`config.mk`:
```
export PLATFORM = sky130hd
export DESIGN_NAME = seven_segment_scanner
export DESIGN_NICKNAME = d
export VERILOG_FILES = /design/src/rtl/seg7_pkg.sv /design/src/rtl/seg7_hex_encode.sv /design/src/rtl/seven_segment_scanner.sv
export SDC_FILE = /design/constraint.sdc
export NUM_CORES = 1
export LEC_CHECK = 0
export ABC_AREA = 1
export ABC_CLOCK_PERIOD_IN_PS = 2700
export BUFFER_PORTS_ARGS = -buffer_cell sky130_fd_sc_hd__buf_4
export CAP_MARGIN = 20
export CORE_UTILIZATION = 50
export CTS_CLUSTER_DIAMETER = 80
export DETAILED_ROUTE_END_ITERATION = 16
export PLACE_DENSITY = 0.7
export SYNTH_ARGS = -nofsm -noshare
export SYNTH_HDL_FRONTEND = slang
export SYNTH_SLANG_ARGS = --single-unit
```
`constraint.sdc`:
```
create_clock -name clk -period 2.7 [get_ports clk]
set_input_delay 0 -clock clk [delete_from_list [all_inputs] [get_ports clk]]
set_output_delay 0 -clock clk [all_outputs]
set_load 0.05 [all_outputs]
```
`src/rtl/seg7_pkg.sv`:
```
// Shared types and glyph table for the seven-segment scanner.
package seg7_pkg;

  typedef enum logic {
    StGuard = 1'b0,
    StDrive = 1'b1
  } state_e;

  // Segment bit order is {g, f, e, d, c, b, a}; 1 = segment lit before polarity inversion.
  localparam logic [6:0] SEG_OFF = 7'b0000000;
  localparam logic [6:0] SEG_ALL = 7'b1111111;

  localparam logic [15:0][6:0] SEG_TABLE = {
    7'b1110001,  // F
    7'b1111001,  // E
    7'b1011110,  // d
    7'b0111001,  // C
    7'b1111100,  // b
    7'b1110111,  // A
    7'b1101111,  // 9
    7'b1111111,  // 8
    7'b0000111,  // 7
    7'b1111101,  // 6
    7'b1101101,  // 5
    7'b1100110,  // 4
    7'b1001111,  // 3
    7'b1011011,  // 2
    7'b0000110,  // 1
    7'b0111111   // 0
  };

  function automatic logic [6:0] hex_to_seg(input logic [3:0] nib);
    return SEG_TABLE[nib];
  endfunction

endpackage

```
`src/rtl/seg7_hex_encode.sv`:
```
// Combinational hex nibble to active-high seven-segment pattern.
module seg7_hex_encode
  import seg7_pkg::*;
(
  input  logic [3:0] nib_i,
  output logic [6:0] seg_o
);

  // Pure table lookup; polarity is applied by the scanner.
  always_comb begin
    seg_o = hex_to_seg(nib_i);
  end

endmodule

```
`src/rtl/seven_segment_scanner.sv`:
```
// Time-multiplexed seven-segment driver with guard interval, per-digit enable,
// decimal points and leading-zero blanking.
module seven_segment_scanner
  import seg7_pkg::*;
#(
  parameter int unsigned NUM_DIGITS     = 4,
  parameter int unsigned SLOT_CYCLES    = 50000,
  parameter int unsigned GUARD_CYCLES   = 16,
  parameter bit          SEG_ACTIVE_LOW = 1'b0,
  parameter bit          AN_ACTIVE_LOW  = 1'b1
) (
  input  logic                    clk,
  input  logic                    rst_n,
  input  logic [4*NUM_DIGITS-1:0] value,
  input  logic [NUM_DIGITS-1:0]   dp_in,
  input  logic [NUM_DIGITS-1:0]   digit_en,
  input  logic                    lz_blank,
  input  logic                    load,
  output logic [6:0]              seg,
  output logic                    dp,
  output logic [NUM_DIGITS-1:0]   an,
  output logic                    frame_done
);

  localparam int unsigned MaxCycles = (SLOT_CYCLES > GUARD_CYCLES) ? SLOT_CYCLES : GUARD_CYCLES;
  localparam int unsigned CntW      = $clog2(MaxCycles);
  localparam int unsigned IdxW      = (NUM_DIGITS > 1) ? $clog2(NUM_DIGITS) : 1;

  localparam logic [CntW-1:0] SlotLast   = CntW'(SLOT_CYCLES - 1);
  localparam logic [CntW-1:0] SlotPenult = CntW'(SLOT_CYCLES - 2);
  localparam logic [CntW-1:0] GuardLast  = CntW'(GUARD_CYCLES - 1);
  localparam logic [IdxW-1:0] IdxLast    = IdxW'(NUM_DIGITS - 1);

  state_e                  state_q, state_d;
  logic [CntW-1:0]         cnt_q, cnt_d;
  logic [IdxW-1:0]         idx_q, idx_d;

  logic [4*NUM_DIGITS-1:0] sh_value_q;
  logic [NUM_DIGITS-1:0]   sh_dp_q, sh_en_q;
  logic                    sh_lz_q;

  logic [4*NUM_DIGITS-1:0] cur_value;
  logic [NUM_DIGITS-1:0]   cur_dp, cur_en;
  logic                    cur_lz;

  logic [NUM_DIGITS-1:0]   keep;
  logic                    nz_seen;
  logic [3:0]              sel_nib;
  logic                    sel_dp, sel_en, sel_keep, blank;
  logic [6:0]              enc_seg;

  logic [6:0]              seg_q, seg_d;
  logic                    dp_q, dp_d;
  logic [NUM_DIGITS-1:0]   an_q, an_d;
  logic                    frame_done_q, frame_done_d;

  // Shadow registers capture the display request on a load strobe.
  always_ff @(posedge clk or negedge rst_n) begin
    if (!rst_n) begin
      sh_value_q <= '0;
      sh_dp_q    <= '0;
      sh_en_q    <= '0;
      sh_lz_q    <= 1'b0;
    end else if (load) begin
      sh_value_q <= value;
      sh_dp_q    <= dp_in;
      sh_en_q    <= digit_en;
      sh_lz_q    <= lz_blank;
    end
  end

  // Bypass so a load on the DRIVE-entry edge is already visible to that slot.
  always_comb begin
    cur_value = load ? value    : sh_value_q;
    cur_dp    = load ? dp_in    : sh_dp_q;
    cur_en    = load ? digit_en : sh_en_q;
    cur_lz    = load ? lz_blank : sh_lz_q;
  end

  // Prefix-OR from the MSB digit: a digit is kept once any digit at or above it is non-zero
  // or requests a decimal point. Digit 0 is always kept.
  always_comb begin
    keep    = '0;
    nz_seen = 1'b0;
    for (int i = int'(NUM_DIGITS) - 1; i >= 0; i--) begin
      nz_seen = nz_seen | (cur_value[4*i +: 4] != 4'h0) | cur_dp[i];
      keep[i] = nz_seen;
    end
    keep[0] = 1'b1;
  end

  // Select the nibble and flags of the digit about to be driven.
  always_comb begin
    sel_nib  = 4'h0;
    sel_dp   = 1'b0;
    sel_en   = 1'b0;
    sel_keep = 1'b0;
    for (int i = 0; i < int'(NUM_DIGITS); i++) begin
      if (idx_q == IdxW'(i)) begin
        sel_nib  = cur_value[4*i +: 4];
        sel_dp   = cur_dp[i];
        sel_en   = cur_en[i];
        sel_keep = keep[i];
      end
    end
    blank = !sel_en || (cur_lz && !sel_keep);
  end

  seg7_hex_encode u_encode (
    .nib_i (sel_nib),
    .seg_o (enc_seg)
  );

  // State register: FSM state, cycle counter and digit index.
  always_ff @(posedge clk or negedge rst_n) begin
    if (!rst_n) begin
      state_q <= StGuard;
      cnt_q   <= '0;
      idx_q   <= '0;
    end else begin
      state_q <= state_d;
      cnt_q   <= cnt_d;
      idx_q   <= idx_d;
    end
  end

  // Next-state: count each phase to its limit, advance the index when a slot ends.
  always_comb begin
    state_d = state_q;
    cnt_d   = cnt_q + CntW'(1);
    idx_d   = idx_q;
    unique case (state_q)
      StGuard: begin
        if (cnt_q == GuardLast) begin
          state_d = StDrive;
          cnt_d   = '0;
        end
      end
      StDrive: begin
        if (cnt_q == SlotLast) begin
          state_d = StGuard;
          cnt_d   = '0;
          idx_d   = (idx_q == IdxLast) ? '0 : idx_q + IdxW'(1);
        end
      end
    endcase
  end

  // Output next-values: load on DRIVE entry, hold through the slot, otherwise off.
  // frame_done is set one cycle early so the registered pulse lands on the slot's last cycle.
  always_comb begin
    seg_d = SEG_OFF;
    dp_d  = 1'b0;
    an_d  = '0;
    if (state_q == StGuard && cnt_q == GuardLast) begin
      seg_d = blank ? SEG_OFF : enc_seg;
      dp_d  = sel_dp && sel_en;
      for (int i = 0; i < int'(NUM_DIGITS); i++) begin
        an_d[i] = (idx_q == IdxW'(i));
      end
    end else if (state_q == StDrive && cnt_q != SlotLast) begin
      seg_d = seg_q;
      dp_d  = dp_q;
      an_d  = an_q;
    end
    frame_done_d = (state_q == StDrive) && (cnt_q == SlotPenult) && (idx_q == IdxLast);
  end

  // Output registers hold active-high levels; reset forces everything off.
  always_ff @(posedge clk or negedge rst_n) begin
    if (!rst_n) begin
      seg_q        <= SEG_OFF;
      dp_q         <= 1'b0;
      an_q         <= '0;
      frame_done_q <= 1'b0;
    end else begin
      seg_q        <= seg_d;
      dp_q         <= dp_d;
      an_q         <= an_d;
      frame_done_q <= frame_done_d;
    end
  end

  assign seg        = SEG_ACTIVE_LOW ? (seg_q ^ SEG_ALL) : seg_q;
  assign dp         = SEG_ACTIVE_LOW ? ~dp_q : dp_q;
  assign an         = AN_ACTIVE_LOW ? ~an_q : an_q;
  assign frame_done = frame_done_q;

endmodule

```
# == After elaboration in Yosys (flattened, before gate mapping) ==
# Memories as Yosys holds them, arrays and structs flattened.
# Cells that the tools add are included.
# totals
register_bits,57
latch_bits,0
ram_bits,0
mem_bits_ro,112
out_inout_bits,13
elab_cells,79
memories,1
# classes
add_sub_neg,2
mul,0
n_div,0
order_cmp,1
n_eq_ne,8
shifts,0
mux,35
bitwise,7
n_reduce_logical,14
# memory_table
name,words,word_bits,rd,rd_clocked_by_memory_dff,write_ports,line,text
(no name shown),16,7,1,0,0,seg7_pkg.sv:33,return SEG_TABLE[nib];
# ops
cell,n
$mux 16,3
$eq 16x16->1 const B,2
$mux 4,8
$pmux 16 s2,1
$mux 7,4
$mux 1,17
$add 16x1->16 const B,1
$eq 16x4->1 const B,1
$ne 16x16->1 const B,1
$reduce_bool 4->1,3
$logic_and 1x1->1,6
$lt 4x5->1 const B,1
$or 1x1->1,5
$eq 2x2->1 const B,2
$not 4->4,1
$add 2x1->2 const B,1
$eq 2x1->1 const B,1
$logic_not 1->1,2
$logic_not 2->1,1
$mux 2,1
$ne 2x2->1 const B,1
$pmux 1 s2,1
$reduce_and 2->1,1
$logic_or 1x1->1,1
$not 1->1,1

# == Depth between registers and ports, before layout ==
# logic_depth
ltp_word,15
depth_mapped,17

# == Modules after synthesis ==
# Synthesis repeated with hierarchy kept, for this count alone.
# hier_totals
hier_cells,431
hier_area_um2,3200.6
# by_module_without_submodules
mod,n_inst,cells_each,area_each_um2
seven_segment_scanner,1,379,2930.3
seg7_hex_encode,1,52,270.3

# == Worst setup path after synthesis ==
# No wires, ideal clock.
# synth_timing
path_kind,register -> register
from,register idx_q[1]
to,register seg_q[3] (netlist: seg[3])
setup_time_ps,66
t_arrival_ps,2018
slack_ps,616
stages_incl_launch_ff,18
synth_period_minus_slack_ps,2084
path_cell_list,dfrtp_1 -> inv_1 -> ha_1 -> buf_6 -> nor2_1 -> nand2_1 -> nand3_1 -> nand2_1 -> nand2_1 -> inv_1 -> ha_1 -> inv_1 -> nand3_1 -> nand3_1 -> nand2_1 -> nor2_1 -> nand3_1 -> nand2_1
# synth_between
elab_chain_cells,10
# synth_rtl
item,line,text
start: declaration,seven_segment_scanner.sv:36,"logic [IdxW-1:0] idx_q, idx_d;"
start signal: assignment,seven_segment_scanner.sv:123,idx_q <= idx_d;
"parallel branches: the longest is 8 deep, another holds $mem_v2 16x7",--,
$mux 7 *,seven_segment_scanner.sv:156,seg_d = blank ? SEG_OFF : enc_seg;
$mux 7 *,seven_segment_scanner.sv:155,if (state_q == StGuard && cnt_q == GuardLast) begin
end signal: assignment,seven_segment_scanner.sv:177,seg_q <= seg_d;
end: declaration,seven_segment_scanner.sv:52,"logic [6:0] seg_q, seg_d;"
# Mark *: on every way between the ends. The select of a mux whose other input is x is not followed.
# A chain may end at the register's enable or synchronous reset.

# == Worst setup path after layout ==
# Ends and elaborated chain as after synthesis.

==> reports/results.tsv <==
stage	metric	value	unit
pwr	Sw Share	0.255	
cts	Worst-path clk slew	60	ps
worst_setup_path	Crit path top cell by count	nand2_1	
grt	busiest grt layer	met2	
grt	GR Util met3	0.0440	
pwr	clock network power share	0.422	
synth	asr flop ratio synth	1.00	
worst_setup_path	Reg2Reg Depth	16	
route	Antenna Violating Nets Remaining	0	
pwr	peak supply drop	409	µV
route	DRT Pass-1 Iters	4	
hold_path	cell depth of the worst hold path	5	
timing	max_slew headroom	0.520	
cts	CTS tree	yes	
timing	endpoints failing hold	0	
synth	Yosys top cell area share	0.440	
synth	number of synthesized flops with an enable pin	0	
synth	syn avg cell area	7.28	µm²
route	via count	2908	
synth	area leader, netlist	dfrtp_1	
hold_path	hold_sp	dp_in[2]	
pwr	power per standard cell area	534	nW/µm²
cts	Clk Latency, worst-skew pair	340	ps
floorplan	die height	82.5	µm
place	Post-DP HPWL	5250	µm
synth	Cell variety after synth	33	
worst_setup_path	Arr. time, crit path	2630	ps
cts	H-tree depth	3	
final_layout	share of layout cells above drive strength 1	0.129	
route	drt wl/cell	12.9	µm
route	DRC	0	
worst_setup_path	worst r2r dst	seg[3]$_DFFE_PN0P_	
final_layout	Finished Layout Cells	586	
final_layout	nets@finish	545	
timing	final setup vio count	0	
synth	Syn Nets	484	
synth	most common cell in the netlist	nand2_1	
timing	Final Slew Violations	0	
synth	Mapped Cells	445	
timing	final setup margin	342	ps
worst_setup_path	CP peak stage delay	380	ps
worst_setup_path	Setup CP Type	flip-flop to flip-flop	
route	number of vias per cell	4.96	
grt	antenna violations before repair	0	
cts	CTS Sinks	57	
final_layout	ANT cells	0	
place	Post-Place Setup Slack	329	ps
route	Post-Route WL	7580	µm
worst_setup_path	worst path cell trace	inv_1, ha_1, nor2_2, nand2_1, nand3_1, nand2_1, nand2_1, inv_1, ha_1, inv_1, nand3_1, nand3_1, nand2_1, nor2_1, nand3_1, nand2_1	
timing	Final Cycle Share	0.873	
synth	#FFs+latches synth	57	
grt	total track usage	0.250	
worst_setup_path	Max FO, Critical Path	8	
pwr	Net Sw Power	542	µW
pwr	Logic pwr share	0.148	
final_layout	# fillers	569	
final_layout	area of the multi-input gates	1440	µm²
worst_setup_path	Setup crit start kind	flip-flop	
pwr	Reg power frac	0.430	
pwr	Int Pwr	1.59	mW
timing	RSZ-0062 raised after global routing	no	
run_status	status	complete, no violations	
grt	wire length of the first global-routing pass	12500	µm
floorplan	Initial Utilization	0.531	
floorplan	die width	82.5	µm
hold_path	Min-Delay Path Class	primary input to flip-flop	
job	max cap viols	0	
floorplan	Die Area	6800	µm²
floorplan	row cnt	28	
worst_setup_path	R2R setup slack	340	ps
worst_setup_path	CP max-delay cell	dfrtp_1	
synth	post-synthesis sequential area ratio	0.440	
cts	Root Buffer	clkbuf_8	
worst_setup_path	RR Startpoint	idx_q[1]$_DFFE_PN0P_	
timing	worst hold slack	7.39	ps
timing	Final min period	2360	ps
pwr	Lkg Pwr	2.17	nW
grt	GR Util met1	0.307	
timing	Final Skew	6.53	ps
timing	Max Freq	424	MHz
hold_path	Hold Path End	sh_dp_q[2]$_DFF_PN0_	
timing	setup tns final	0	ps
worst_setup_path	crit end category	flip-flop	
place	Port Buf Inserts	40	
worst_setup_path	Worst Path Required	2980	ps
route	Starting DRT DRC Count	159	
cts	TritonCTS buffer count	9	
final_layout	register area	1430	µm²
grt	gr ovfl total	0	
grt	vias in the first global route	2821	
synth	synth cell count leaders	nand2_1, inv_1, dfrtp_1	
synth	main flop type after synthesis	dfrtp_1	
synth	Netlist Area Pre-Place	3240	µm²
grt	grt met2 use	0.426	
place	RePlAce Congestion	0.936	
cts	clk buf depth	2	
synth	Area contributors post-synth	dfrtp_1, nand2_1, inv_1, nor2_1, nand3_1	
place	Cells after DPL	551	
synth	warning count from the yosys run	0	
floorplan	Top-Level Pins	41	
final_layout	Area Growth Syn to Fin	23.3	%
floorplan	CORE AREA	6100	µm²
final_layout	final core occ	0.655	
grt	largest net degree at the start of global routing	58	
timing	Worst-Margin Slew	721	ps
[state kept, by name (all words and copies together) (netlist names), 2 cells and up]
signal,count
an_q,4
cnt_q,16
idx_q,2
seg,7
sh_dp_q,4
sh_en_q,4
sh_value_q,16
[per-stage QoR]
| step | power [mW] | instance area [µm²] |
|---|---|---|
| after global placement | 1.22 | 3580 |
| final | 2.13 | 3990 |
| after floorplan | 1.12 | 3240 |
| after CTS | 2.15 | 3990 |
| after detailed placement | 1.22 | 3580 |
| after global routing | 2.22 | 3990 |
[kinds of logic (layout without fill, tap and decap cells)]
logic type      count (synthesis)  after routing  synth area share
fa+ha+maj                      11             11            0.0425
xor+xnor                        7              7            0.0189
buf+inv                        93            159             0.116
compound gates                 39             39            0.0668
simple gates                  237            237             0.312
mux                             1              1           0.00309
flops                          57             57             0.440
[cells in the final DEF (no fill, tap or decap), types with 2 or more instances in the layout]
cell type / n
inv_2: 2
clkbuf_8: 11
nand4_1: 6
nand2_2: 3
ha_1: 11
dlygate4sd3_1: 19
a21oi_1: 12
buf_4: 41
nor4_1: 4
o21ai_1: 8
and2_1: 2
inv_1: 81
o21bai_1: 4
nor3_1: 6
xor2_1: 5
clkbuf_1: 3
dfrtp_1: 57
o21ai_0: 9
o22ai_1: 4
nor2_1: 37
nand2_1: 141
xnor2_1: 2
bufinv_16: 2
nand3b_1: 3
nor2_2: 2
nand3_1: 28
[metal layers]
metal / routed length [µm] / vias up
met5: 0 / -
met4: 146 / 0
met3: 230 / 16
met2: 3630 / 61
met1: 3580 / 1342
li1: - / 1489
[power groups by stage]
stage	Combinational, mW	Clock, mW	Sequential [mW]
2_1_floorplan	0.141	0	0.979
6_report	0.316	0.898	0.917
5_1_grt	0.353	0.947	0.922
3_5_place_dp	0.292	0	0.932
3_3_place_gp	0.287	0	0.931
4_1_cts	0.316	0.916	0.917
[what timing repair did]
item	4_1_cts	5_1_grt
buffers inserted	0	0
hold endpoints to repair	75	0
setup endpoints to repair	0	1
hold buffers	19	0
resized for setup	0	1
[worst max-delay path: cells and delay by family, from the launching register on]
family	cells	cell delay [ps]
adders and majority gates	2	520
buffers and inverters	3	280
DFF	1	380
and+or+nand+nor	11	1120
[final cells by class]
class | instances | share of cell area
multi-input combinational | 295 | 0.361
sequential | 57 | 0.357
timing repair buffer | 60 | 0.125
inverter | 83 | 0.0781
clock buffer | 14 | 0.0408
tap | 75 | 0.0235
clock inverter | 2 | 0.0150
[worst max path at each step]
stage                    startpoint                  to  slack, ps  depth (start not counted)
2_1_floorplan  idx_q[1]$_DFFE_PN0P_  seg[3]$_DFFE_PN0P_        620                         17
4_1_cts        idx_q[1]$_DFFE_PN0P_  seg[3]$_DFFE_PN0P_        250                         16
3_5_place_dp   idx_q[1]$_DFFE_PN0P_  seg[3]$_DFFE_PN0P_        330                         16
3_3_place_gp   idx_q[1]$_DFFE_PN0P_  seg[3]$_DFFE_PN0P_        420                         16
5_1_grt        idx_q[1]$_DFFE_PN0P_  seg[3]$_DFFE_PN0P_         70                         16
6_report       idx_q[1]$_DFFE_PN0P_  seg[3]$_DFFE_PN0P_        340                         16
No activity file was read; power rests on OpenSTA's default activity.
